--- src/rtl/uart_pkg.sv ---
// Shared types and constants for the memory-mapped UART transmitter.
//   uart_state_t : serialiser FSM states
//   REG_*        : register offsets within the block's address window
//   ST_*         : bit positions inside the STATUS register
//   eff_div()    : maps a programmed divider to the one actually used (0 -> 1)
package uart_pkg;

   typedef enum logic [1:0] {IDLE, START, DATA, STOP} uart_state_t;

   localparam logic [3:0] REG_TXDATA  = 4'h0;
   localparam logic [3:0] REG_STATUS  = 4'h4;
   localparam logic [3:0] REG_BAUDDIV = 4'h8;

   localparam int ST_FULL  = 0;
   localparam int ST_EMPTY = 1;
   localparam int ST_BUSY  = 2;
   localparam int ST_OVF   = 3;

   // A divider of zero would make a bit last no time at all; run it as 1.
   function automatic logic [15:0] eff_div(input logic [15:0] div);
      return (div == 16'd0) ? 16'd1 : div;
   endfunction

endpackage

--- src/rtl/sync_fifo.sv ---
// Synchronous first-word-fall-through FIFO.
//   clk, reset : clock, synchronous active-high reset (pointers and count)
//   push, din  : write request and data; ignored when full unless popping too
//   pop, dout  : read request and head-of-queue data (valid while !empty)
//   full/empty : count == DEPTH / count == 0
//   count      : number of stored entries, $clog2(DEPTH)+1 bits
module sync_fifo #(
   parameter int WIDTH = 8,
   parameter int DEPTH = 8
) (
   input  logic                     clk,
   input  logic                     reset,
   input  logic                     push,
   input  logic                     pop,
   input  logic [WIDTH-1:0]         din,
   output logic [WIDTH-1:0]         dout,
   output logic                     full,
   output logic                     empty,
   output logic [$clog2(DEPTH):0]   count
);

   localparam int AW = $clog2(DEPTH);
   localparam int CW = AW + 1;

   logic [WIDTH-1:0] mem [DEPTH];
   logic [AW-1:0]    wr_ptr_q, wr_ptr_d;
   logic [AW-1:0]    rd_ptr_q, rd_ptr_d;
   logic [CW-1:0]    count_q, count_d;
   logic             do_push, do_pop;

   assign full  = (count_q == CW'(DEPTH));
   assign empty = (count_q == '0);
   assign count = count_q;
   assign dout  = mem[rd_ptr_q];

   // A full FIFO can still take a byte when the head leaves in the same cycle.
   assign do_pop  = pop && !empty;
   assign do_push = push && (!full || do_pop);

   // NOTE: every variable assigned in always_comb gets a default first so no latch is inferred.
   always_comb begin
      wr_ptr_d = wr_ptr_q;
      rd_ptr_d = rd_ptr_q;
      count_d  = count_q;
      // Pointers are AW bits wide, so DEPTH being a power of 2 makes them wrap for free.
      if (do_push) wr_ptr_d = wr_ptr_q + AW'(1);
      if (do_pop)  rd_ptr_d = rd_ptr_q + AW'(1);
      case ({do_push, do_pop})
         2'b10:   count_d = count_q + CW'(1);
         2'b01:   count_d = count_q - CW'(1);
         default: count_d = count_q;
      endcase
   end

   // NOTE: sequential state uses non-blocking assignments so every flop samples pre-edge values.
   always_ff @(posedge clk) begin
      if (reset) begin
         wr_ptr_q <= '0;
         rd_ptr_q <= '0;
         count_q  <= '0;
      end else begin
         wr_ptr_q <= wr_ptr_d;
         rd_ptr_q <= rd_ptr_d;
         count_q  <= count_d;
      end
   end

   // NOTE: storage is deliberately not reset; the pointers alone decide which entries are valid.
   always_ff @(posedge clk) begin
      if (do_push) mem[wr_ptr_q] <= din;
   end

endmodule

--- src/rtl/uart_tx_mmio.sv ---
// Memory-mapped 8N1 UART transmitter.
//   clk, reset            : clock, synchronous active-high reset
//   read_addr/enable/data : cpu register read port, read_data combinational
//   write_addr/enable/
//   write_data/strb       : cpu register write port with byte enables
//   tx                    : serial output, idle high
// Registers: TXDATA (push byte), STATUS (flags, W1C overflow), BAUDDIV (clk per bit).
module uart_tx_mmio
   import uart_pkg::*;
#(
   parameter logic [31:0] BASE_ADDR   = 32'h1000_0000,
   parameter int          FIFO_DEPTH  = 8,
   parameter logic [15:0] DEFAULT_DIV = 16'd868
) (
   input  logic        clk,
   input  logic        reset,
   input  logic [31:0] read_addr,
   input  logic        read_enable,
   output logic [31:0] read_data,
   input  logic [31:0] write_addr,
   input  logic        write_enable,
   input  logic [31:0] write_data,
   input  logic [3:0]  write_strb,
   output logic        tx
);

   localparam int CW = $clog2(FIFO_DEPTH) + 1;

   // Offsets are computed with a full subtraction so an address below BASE_ADDR
   // wraps to a huge offset and falls outside the window.
   logic [31:0] rd_off, wr_off;
   logic        rd_hit, wr_hit;
   logic [3:0]  rd_reg, wr_reg;

   assign rd_off = read_addr - BASE_ADDR;
   assign wr_off = write_addr - BASE_ADDR;
   assign rd_hit = (rd_off < 32'hC);
   assign wr_hit = (wr_off < 32'hC);
   assign rd_reg = {rd_off[3:2], 2'b00};
   assign wr_reg = {wr_off[3:2], 2'b00};

   logic          push_req;
   logic          fifo_pop;
   logic [7:0]    fifo_dout;
   logic          fifo_full, fifo_empty;
   logic [CW-1:0] fifo_count;

   assign push_req = write_enable && wr_hit && (wr_reg == REG_TXDATA) && write_strb[0];

   sync_fifo #(.WIDTH(8), .DEPTH(FIFO_DEPTH)) u_fifo (
      .clk   (clk),
      .reset (reset),
      .push  (push_req),
      .pop   (fifo_pop),
      .din   (write_data[7:0]),
      .dout  (fifo_dout),
      .full  (fifo_full),
      .empty (fifo_empty),
      .count (fifo_count)
   );

   uart_state_t state_q, state_d;
   logic        tx_q, tx_d;
   logic [15:0] cnt_q, cnt_d;
   logic [2:0]  bit_q, bit_d;
   logic [7:0]  shreg_q, shreg_d;
   logic [15:0] div_q, div_d;
   logic [15:0] bauddiv_q, bauddiv_d;
   logic        overflow_q, overflow_d;
   logic        bit_end;

   assign tx      = tx_q;
   assign bit_end = (cnt_q == div_q - 16'd1);

   always_comb begin
      state_d    = state_q;
      tx_d       = tx_q;
      cnt_d      = cnt_q;
      bit_d      = bit_q;
      shreg_d    = shreg_q;
      div_d      = div_q;
      bauddiv_d  = bauddiv_q;
      overflow_d = overflow_q;
      fifo_pop   = 1'b0;

      unique case (state_q)
         IDLE: begin
            tx_d = 1'b1;
            if (!fifo_empty) begin
               fifo_pop = 1'b1;
               shreg_d  = fifo_dout;
               tx_d     = 1'b0;
               cnt_d    = '0;
               div_d    = eff_div(bauddiv_q);
               state_d  = START;
            end
         end
         START: begin
            if (bit_end) begin
               cnt_d   = '0;
               bit_d   = '0;
               tx_d    = shreg_q[0];
               state_d = DATA;
            end else begin
               cnt_d = cnt_q + 16'd1;
            end
         end
         DATA: begin
            if (bit_end) begin
               cnt_d = '0;
               if (bit_q == 3'd7) begin
                  tx_d    = 1'b1;
                  state_d = STOP;
               end else begin
                  bit_d   = bit_q + 3'd1;
                  shreg_d = shreg_q >> 1;
                  tx_d    = shreg_q[1];
               end
            end else begin
               cnt_d = cnt_q + 16'd1;
            end
         end
         STOP: begin
            if (bit_end) begin
               cnt_d = '0;
               // Chain the next frame straight out of the stop bit with no idle gap.
               if (!fifo_empty) begin
                  fifo_pop = 1'b1;
                  shreg_d  = fifo_dout;
                  tx_d     = 1'b0;
                  div_d    = eff_div(bauddiv_q);
                  state_d  = START;
               end else begin
                  state_d = IDLE;
               end
            end else begin
               cnt_d = cnt_q + 16'd1;
            end
         end
         default: state_d = IDLE;
      endcase

      if (write_enable && wr_hit && (wr_reg == REG_BAUDDIV)) begin
         if (write_strb[0]) bauddiv_d[7:0]  = write_data[7:0];
         if (write_strb[1]) bauddiv_d[15:8] = write_data[15:8];
      end

      // Clear first so a byte dropped in the same cycle still leaves overflow set.
      if (write_enable && wr_hit && (wr_reg == REG_STATUS) && write_strb[0] && write_data[ST_OVF])
         overflow_d = 1'b0;
      if (push_req && fifo_full && !fifo_pop)
         overflow_d = 1'b1;
   end

   always_ff @(posedge clk) begin
      if (reset) begin
         state_q    <= IDLE;
         tx_q       <= 1'b1;
         cnt_q      <= '0;
         bit_q      <= '0;
         shreg_q    <= '0;
         div_q      <= 16'd1;
         bauddiv_q  <= DEFAULT_DIV;
         overflow_q <= 1'b0;
      end else begin
         state_q    <= state_d;
         tx_q       <= tx_d;
         cnt_q      <= cnt_d;
         bit_q      <= bit_d;
         shreg_q    <= shreg_d;
         div_q      <= div_d;
         bauddiv_q  <= bauddiv_d;
         overflow_q <= overflow_d;
      end
   end

   always_comb begin
      read_data = '0;
      if (read_enable && rd_hit) begin
         unique case (rd_reg)
            REG_STATUS: begin
               read_data[ST_FULL]  = fifo_full;
               read_data[ST_EMPTY] = fifo_empty;
               read_data[ST_BUSY]  = (state_q != IDLE);
               read_data[ST_OVF]   = overflow_q;
            end
            REG_BAUDDIV: read_data[15:0] = bauddiv_q;
            default:     read_data = '0;
         endcase
      end
   end

   // Upper data bytes, upper strobes and the exact fill level have no use here.
   logic unused_bits;
   assign unused_bits = ^{write_data[31:16], write_strb[3:2], fifo_count};

endmodule

--- config.mk ---
export PLATFORM = sky130hd
export DESIGN_NAME = uart_tx_mmio
export DESIGN_NICKNAME = d
export VERILOG_FILES = /design/src/rtl/uart_pkg.sv /design/src/rtl/sync_fifo.sv /design/src/rtl/uart_tx_mmio.sv
export SDC_FILE = /design/constraint.sdc
export NUM_CORES = 1
export LEC_CHECK = 0
export ABC_AREA = 0
export CORE_MARGIN = 3
export CORE_UTILIZATION = 40
export CTS_CLUSTER_SIZE = 40
export DETAILED_ROUTE_END_ITERATION = 6
export PLACE_DENSITY = 0.69
export SLEW_MARGIN = 10
export SYNTH_ARGS = -nofsm -noshare
export SYNTH_HDL_FRONTEND = slang
export SYNTH_SLANG_ARGS = --single-unit
--- constraint.sdc ---
create_clock -name clk -period 7.26 [get_ports clk]
set_input_delay 1.452 -clock clk [delete_from_list [all_inputs] [get_ports clk]]
set_output_delay 1.452 -clock clk [all_outputs]
set_load 0.05 [all_outputs]
* After elaboration in Yosys (flattened, before gate mapping)
Memories as Yosys holds them, arrays and structs flattened. A register that Yosys moved wholly into a read port is not among the register bits. Cells that the tools add are included.
Word-level totals: logic and storage cells 120, input port bits 104, register bits 73, memory bits (writable) 64, memories 1
Memory list:
- u_fifo.mem | words 8, width 8, rd ports 1, clocked after memory_dff 1, wr ports 1, line sync_fifo.sv:25 | logic [WIDTH-1:0] mem [DEPTH];
Operators by class: order comparisons 2, muxes and demuxes 43, reduce and logical (&&, ||, !) cells 34, add/subtract/negate cells 9, equal/unequal tests 19
Operators with widths (number):
- $mux 16 | 6
- $lt 32x4->1 const B | 2
- $pmux 16 s2 | 2
- $sub 32x29->32 const B | 2
- $mux 8 | 4
- $pmux 8 s3 | 1
- $add 16x1->16 const B | 1
- $eq 16x16->1 | 1
- $logic_not 16->1 | 1
- $pmux 4 s2 | 2
- $sub 16x1->16 const B | 1
- $mux 3 | 5
- $ne 2x2->1 const B | 7
- $mux 1 | 13
- $logic_and 1x1->1 | 12
- $mux 12 | 1
- $reduce_and 4->1 | 3
- $eq 2x2->1 const B | 5
- $mux 2 | 5
- $reduce_bool 2->1 | 5
- $add 3x1->3 const B | 3
- $eq 2x1->1 const B | 4
- $logic_not 4->1 | 2
- $pmux 2 s4 | 1
- other kinds (14) | 18

* Longest topological paths before layout
word-level depth 9, gate-level depth with buffers 16, gate-level depth less buffers 16

* Modules after synthesis
From an unflattened synthesis, not the netlist that was laid out.
Unflattened totals: cell total of the unflattened synthesis 658, area, all modules 7191.9 um^2
By module, submodules not included:
- uart_tx_mmio | area an instance 3988.8 um^2, times used 1, cells each 482, sequential area each 1261.2 um^2
- sync_fifo | area an instance 3203.1 um^2, times used 1, cells each 176, sequential area each 2182.1 um^2

* Worst setup path before layout
OpenSTA, ideal clock, no wires.
kind input to output, start point input read_addr[2], end point output read_data[0], arrival 3.681 ns, cell stages on the path 4, setup slack 2.127 ns, path through ha_1 > nor4b_1 > nand4_1 > nor4_1
On the way: longest elaborated chain between the ends 4, elaborated cells between the ends (all ways) 7, those cells by class add/sub: 1; order compare: 1; eq/ne: 2; mux: 2; reduce/logical: 1
RTL lines:
- start, declared | line uart_tx_mmio.sv:17 | input logic [31:0] read_addr,
- $sub 32x29->32 (*) | line uart_tx_mmio.sv:35 | assign rd_off = read_addr - BASE_ADDR;
- $lt 32x4->1, or another cell as far along | line uart_tx_mmio.sv:37 | assign rd_hit = (rd_off < 32'hC);
- $logic_and 1x1->1 / $pmux 4 s2 (equally long branches) | line uart_tx_mmio.sv:179, uart_tx_mmio.sv:180
- $mux 16 (*) | line uart_tx_mmio.sv:179 | if (read_enable && rd_hit) begin
- end, declared | line uart_tx_mmio.sv:19 | output logic [31:0] read_data,
Mark *: on every way between the ends. The rest lies on a longest branch, timed or not.

* Worst setup path after layout
start point input read_addr[2], end point output read_data[4]
On the way: longest elaborated chain between the ends 4, elaborated cells between the ends (all ways) 6, those cells by class add/sub: 1; order compare: 1; eq/ne: 1; mux: 2; reduce/logical: 1
RTL lines (line):
- $sub 32x29->32 (*) | uart_tx_mmio.sv:35
- $lt 32x4->1 / $eq 2x2->1 (equally long branches) | uart_tx_mmio.sv:37, uart_tx_mmio.sv:180
- $logic_and 1x1->1 / $mux 12 (equally long branches) | uart_tx_mmio.sv:179, uart_tx_mmio.sv:180
- $mux 16 (*) | uart_tx_mmio.sv:179
Marks and branches as above.

==> results.json <==
{
  "hold_depth": 2,
  "dieArea_um2": 20500,
  "worst_setup_path_start_kind": "primary input",
  "fmax_mhz": 175,
  "avgSynthCellArea_um2": 10.2,
  "arrival_ns": 4.27,
  "hpwl_um": 12200,
  "post_dp_cell_area_um2": 8630,
  "clock_skew_ns": 0.0112,
  "end_kind": "output port",
  "switching_share_pct": 36.7,
  "grt_pass1_vias": 5710,
  "setup_viol": 0,
  "p_switching_w": 0.000969,
  "ctsHoldBuffers": 0,
  "worstMarginPinSlew_ns": 1.27,
  "synth_edf_count": 64,
  "grt_overflow": 0,
  "core_um2": 18200,
  "die_h_um": 143,
  "p_clk_share_pct": 31.5,
  "drive_above_1_share_pct": 8.80,
  "worst_slack_ns": 1.54,
  "clk_latency_ns": 0.43,
  "status": "completed",
  "intPower_w": 0.00167,
  "gp_congestion": 0.836,
  "fillers": 1638,
  "area_delta_synth_final_pct": 22.2,
  "cts_buffers": 17,
  "drt_wl_total_um": 17300,
  "clock_path_buffers": 2,
  "start_util_pct": 41.3,
  "cts-resized-gates": 0,
  "ys_seq_area_share_pct": 45.7,
  "ant_nets": 0,
  "drt-wirelength-per-cell_um": 16.3,
  "synth_top_area_cell": "edfxtp_1",
  "reg2reg_slack_ns": 2.25,
  "fin_area_um2": 9200,
  "synth.top_cells.by_area": "edfxtp_1, dfxtp_1, mux2i_1",
  "max_cap_viol_count": 0,
  "die_x_um": 143,
  "diodes": 0,
  "antenna_found_initial": 0,
  "power_density_nw_per_um2": 287,
  "hold_class": "reg -> reg",
  "synth_top_area_share_pct": 25.5,
  "leakagePower_nw": 3.21,
  "hold_end": "overflow_q$_SDFFE_PP0P_",
  "first_iter_violations": 470,
  "worstSetupPathType": "in -> out",
  "avgViaCountPerCell": 5.60,
  "ys_ff_latch": 140,
  "min_from": "overflow_q$_SDFFE_PP0P_",
  "final_nets": 938,
  "hold_violations": 0,
  "slew_violations": 0,
  "maxSlewHeadroom_pct": 14.6,
  "grt_max_degree": 92,
  "syn_area_um2": 7530,
  "ys.flop_type": "dfxtp_1",
  "drc_errors": 0,
  "cts_tree": "built",
  "ff2ff_path_depth": 11,
  "yosysWarnings": 0,
  "r2r_start": "div_q[0]$_SDFFE_PP1P_",
  "r2r-end": "u_fifo.mem[0][2]$_DFFE_PP_",
  "clock-sinks": 140,
  "cts_setup_buffers": 0,
  "p_seq_share_pct": 34.7,
  "std_cell_rows": 49,
  "portBuffers": 98,
  "critPathRequiredTime_ns": 5.81,
  "combPwrFrac_pct": 33.8,
  "h-tree-depth": 4,
  "postSynthCellCount": 735,
  "dpl_worst_slack_ns": 1.53,
  "synthArstFlopShare_pct": 0,
  "cts_root_buf": "clkbuf_16",
  "boundaryPins": 137,
  "grt_setup_unrepaired": "no",
  "grtUsageTotal_pct": 17.5,
  "layout_worst_path_cycle_share_pct": 78.7,
  "worst-path-max-fanout": 12,
  "dr_total_vias": 5928,
  "synth.distinct_cells": 63,
  "ir_worst_vdd_v": 0.000173,
  "min_period_ns": 5.72,
  "grt_pass1_wl_um": 28700,
  "first_pass_iters": 5,
  "clk_pin_slew_ns": 0.06,
  "fin_setup_tns_ns": 0
}
-- cells in the final DEF, fill, tap and decap left out, types with 21 or more instances in the layout --
master           netlist  final
edfxtp_1              64     64
nand2_1               62     62
dfxtp_1               76     76
clkdlybuf4s50_1        0     97
nor3_1                27     25
nor4_1                31     31
a21oi_1               28     28
mux2i_1               47     47
o21ai_0               23     23
nand2b_1              28     28
and3_1                21     21
nor2_1                38     38
-- cell usage after synthesis, types with 2 or more instances --
cell and number:
ha_1 16, o22ai_1 2, buf_1 4, mux4_2 16, or2_2 2, nand4_1 9
or3_1 9, and3_1 21, nand4b_1 12, o211a_1 3, a211oi_1 10, clkbuf_1 34
inv_1 20, nor3b_1 9, nand2_1 62, xor2_1 4, nor4_1 31, a32oi_1 2
o21ai_0 23, dfxtp_1 76, nor2b_1 3, clkinv_1 2, o31ai_1 4, mux2_2 4
xnor2_1 13, o22a_1 7, and2_1 6, o211ai_1 20, a21oi_1 28, buf_4 17
nand3_1 17, or4_1 6, a22oi_1 5, nor2_1 38, nor3_1 27, a31o_2 4
nor4b_1 7, nand2b_1 28, mux2i_1 47, edfxtp_1 64
-- cells by family after synthesis --
group | share of synthesized area (%)
buf+inv | 4.90
compound gates | 11.1
xor+xnor | 2.28
simple gates | 21.3
mux | 11.6
fa+ha+maj | 2.93
other cells | 0.0498
flops | 45.7
-- power groups by stage --
stage                     Clock [W]  Combinational (W)  Sequential, W
after floorplan                   0           0.000687       0.000921
after global placement            0           0.000874       0.000932
after detailed placement          0           0.000885       0.000933
after CTS                  0.000845           0.000890       0.000916
after global routing       0.000880           0.000987       0.000924
final                      0.000832           0.000891       0.000916
-- through the flow --
stage	total power, W	std cells	hold WS [ns]	util, %
floorplan	0.00161	750	0.444	-
global placement	0.00181	1027	0.465	47.4
detailed placement	0.00182	1027	0.473	47.4
CTS	0.00265	1059	0.482	50.5
global route	0.00279	1059	0.498	50.5
finish	0.00264	1059	0.487	50.5
-- worst max-delay path, cell delays in order --
cell and delay, ns:
clkdlybuf4s50_1 0.46, ha_1 0.22, nor4b_1 0.29, nand4_1 0.23, nor2_1 0.56, and3_1 0.24, clkdlybuf4s50_1 0.81
-- cell type report --
type	count	area [um2]	share of cell area, %
Multi-Input combinational cell	531	3780	41.1
Sequential cell	140	3440	37.4
Timing Repair Buffer	105	1030	11.2
Clock buffer	17	425	4.62
Tap cell	229	287	3.11
Clock inverter	15	150	1.63
Inverter	22	82.6	0.897
-- layer usage --
metal / global-route usage, % / vias up / routed length [um]
li1: - / 2917 / -
met1: 23.0 / 2808 / 7810
met2: 28.8 / 178 / 8190
met3: 3.75 / 25 / 940
met4: 6.20 / 0 / 344
met5: 0 / - / 0
-- worst max path at each step --
stage	to	cells after the start	slack (ns)	startpoint
after floorplan	read_data[0]	4	2.13	read_addr[2]
after global placement	read_data[15]	7	1.56	read_addr[2]
after detailed placement	read_data[15]	7	1.53	read_addr[2]
after CTS	read_data[4]	7	1.52	read_addr[2]
after global routing	read_data[4]	7	1.23	read_addr[2]
final	read_data[4]	7	1.54	read_addr[2]
-- state kept, by name, summed over array words and instances, names as in the netlist, 4 cells and up, named ones only --
register and cells:
cnt_q 16, div_q 16, u_fifo.count 4, shreg_q 8, bauddiv_q 16, u_fifo.mem 64
(Power assumes the default switching activity.)
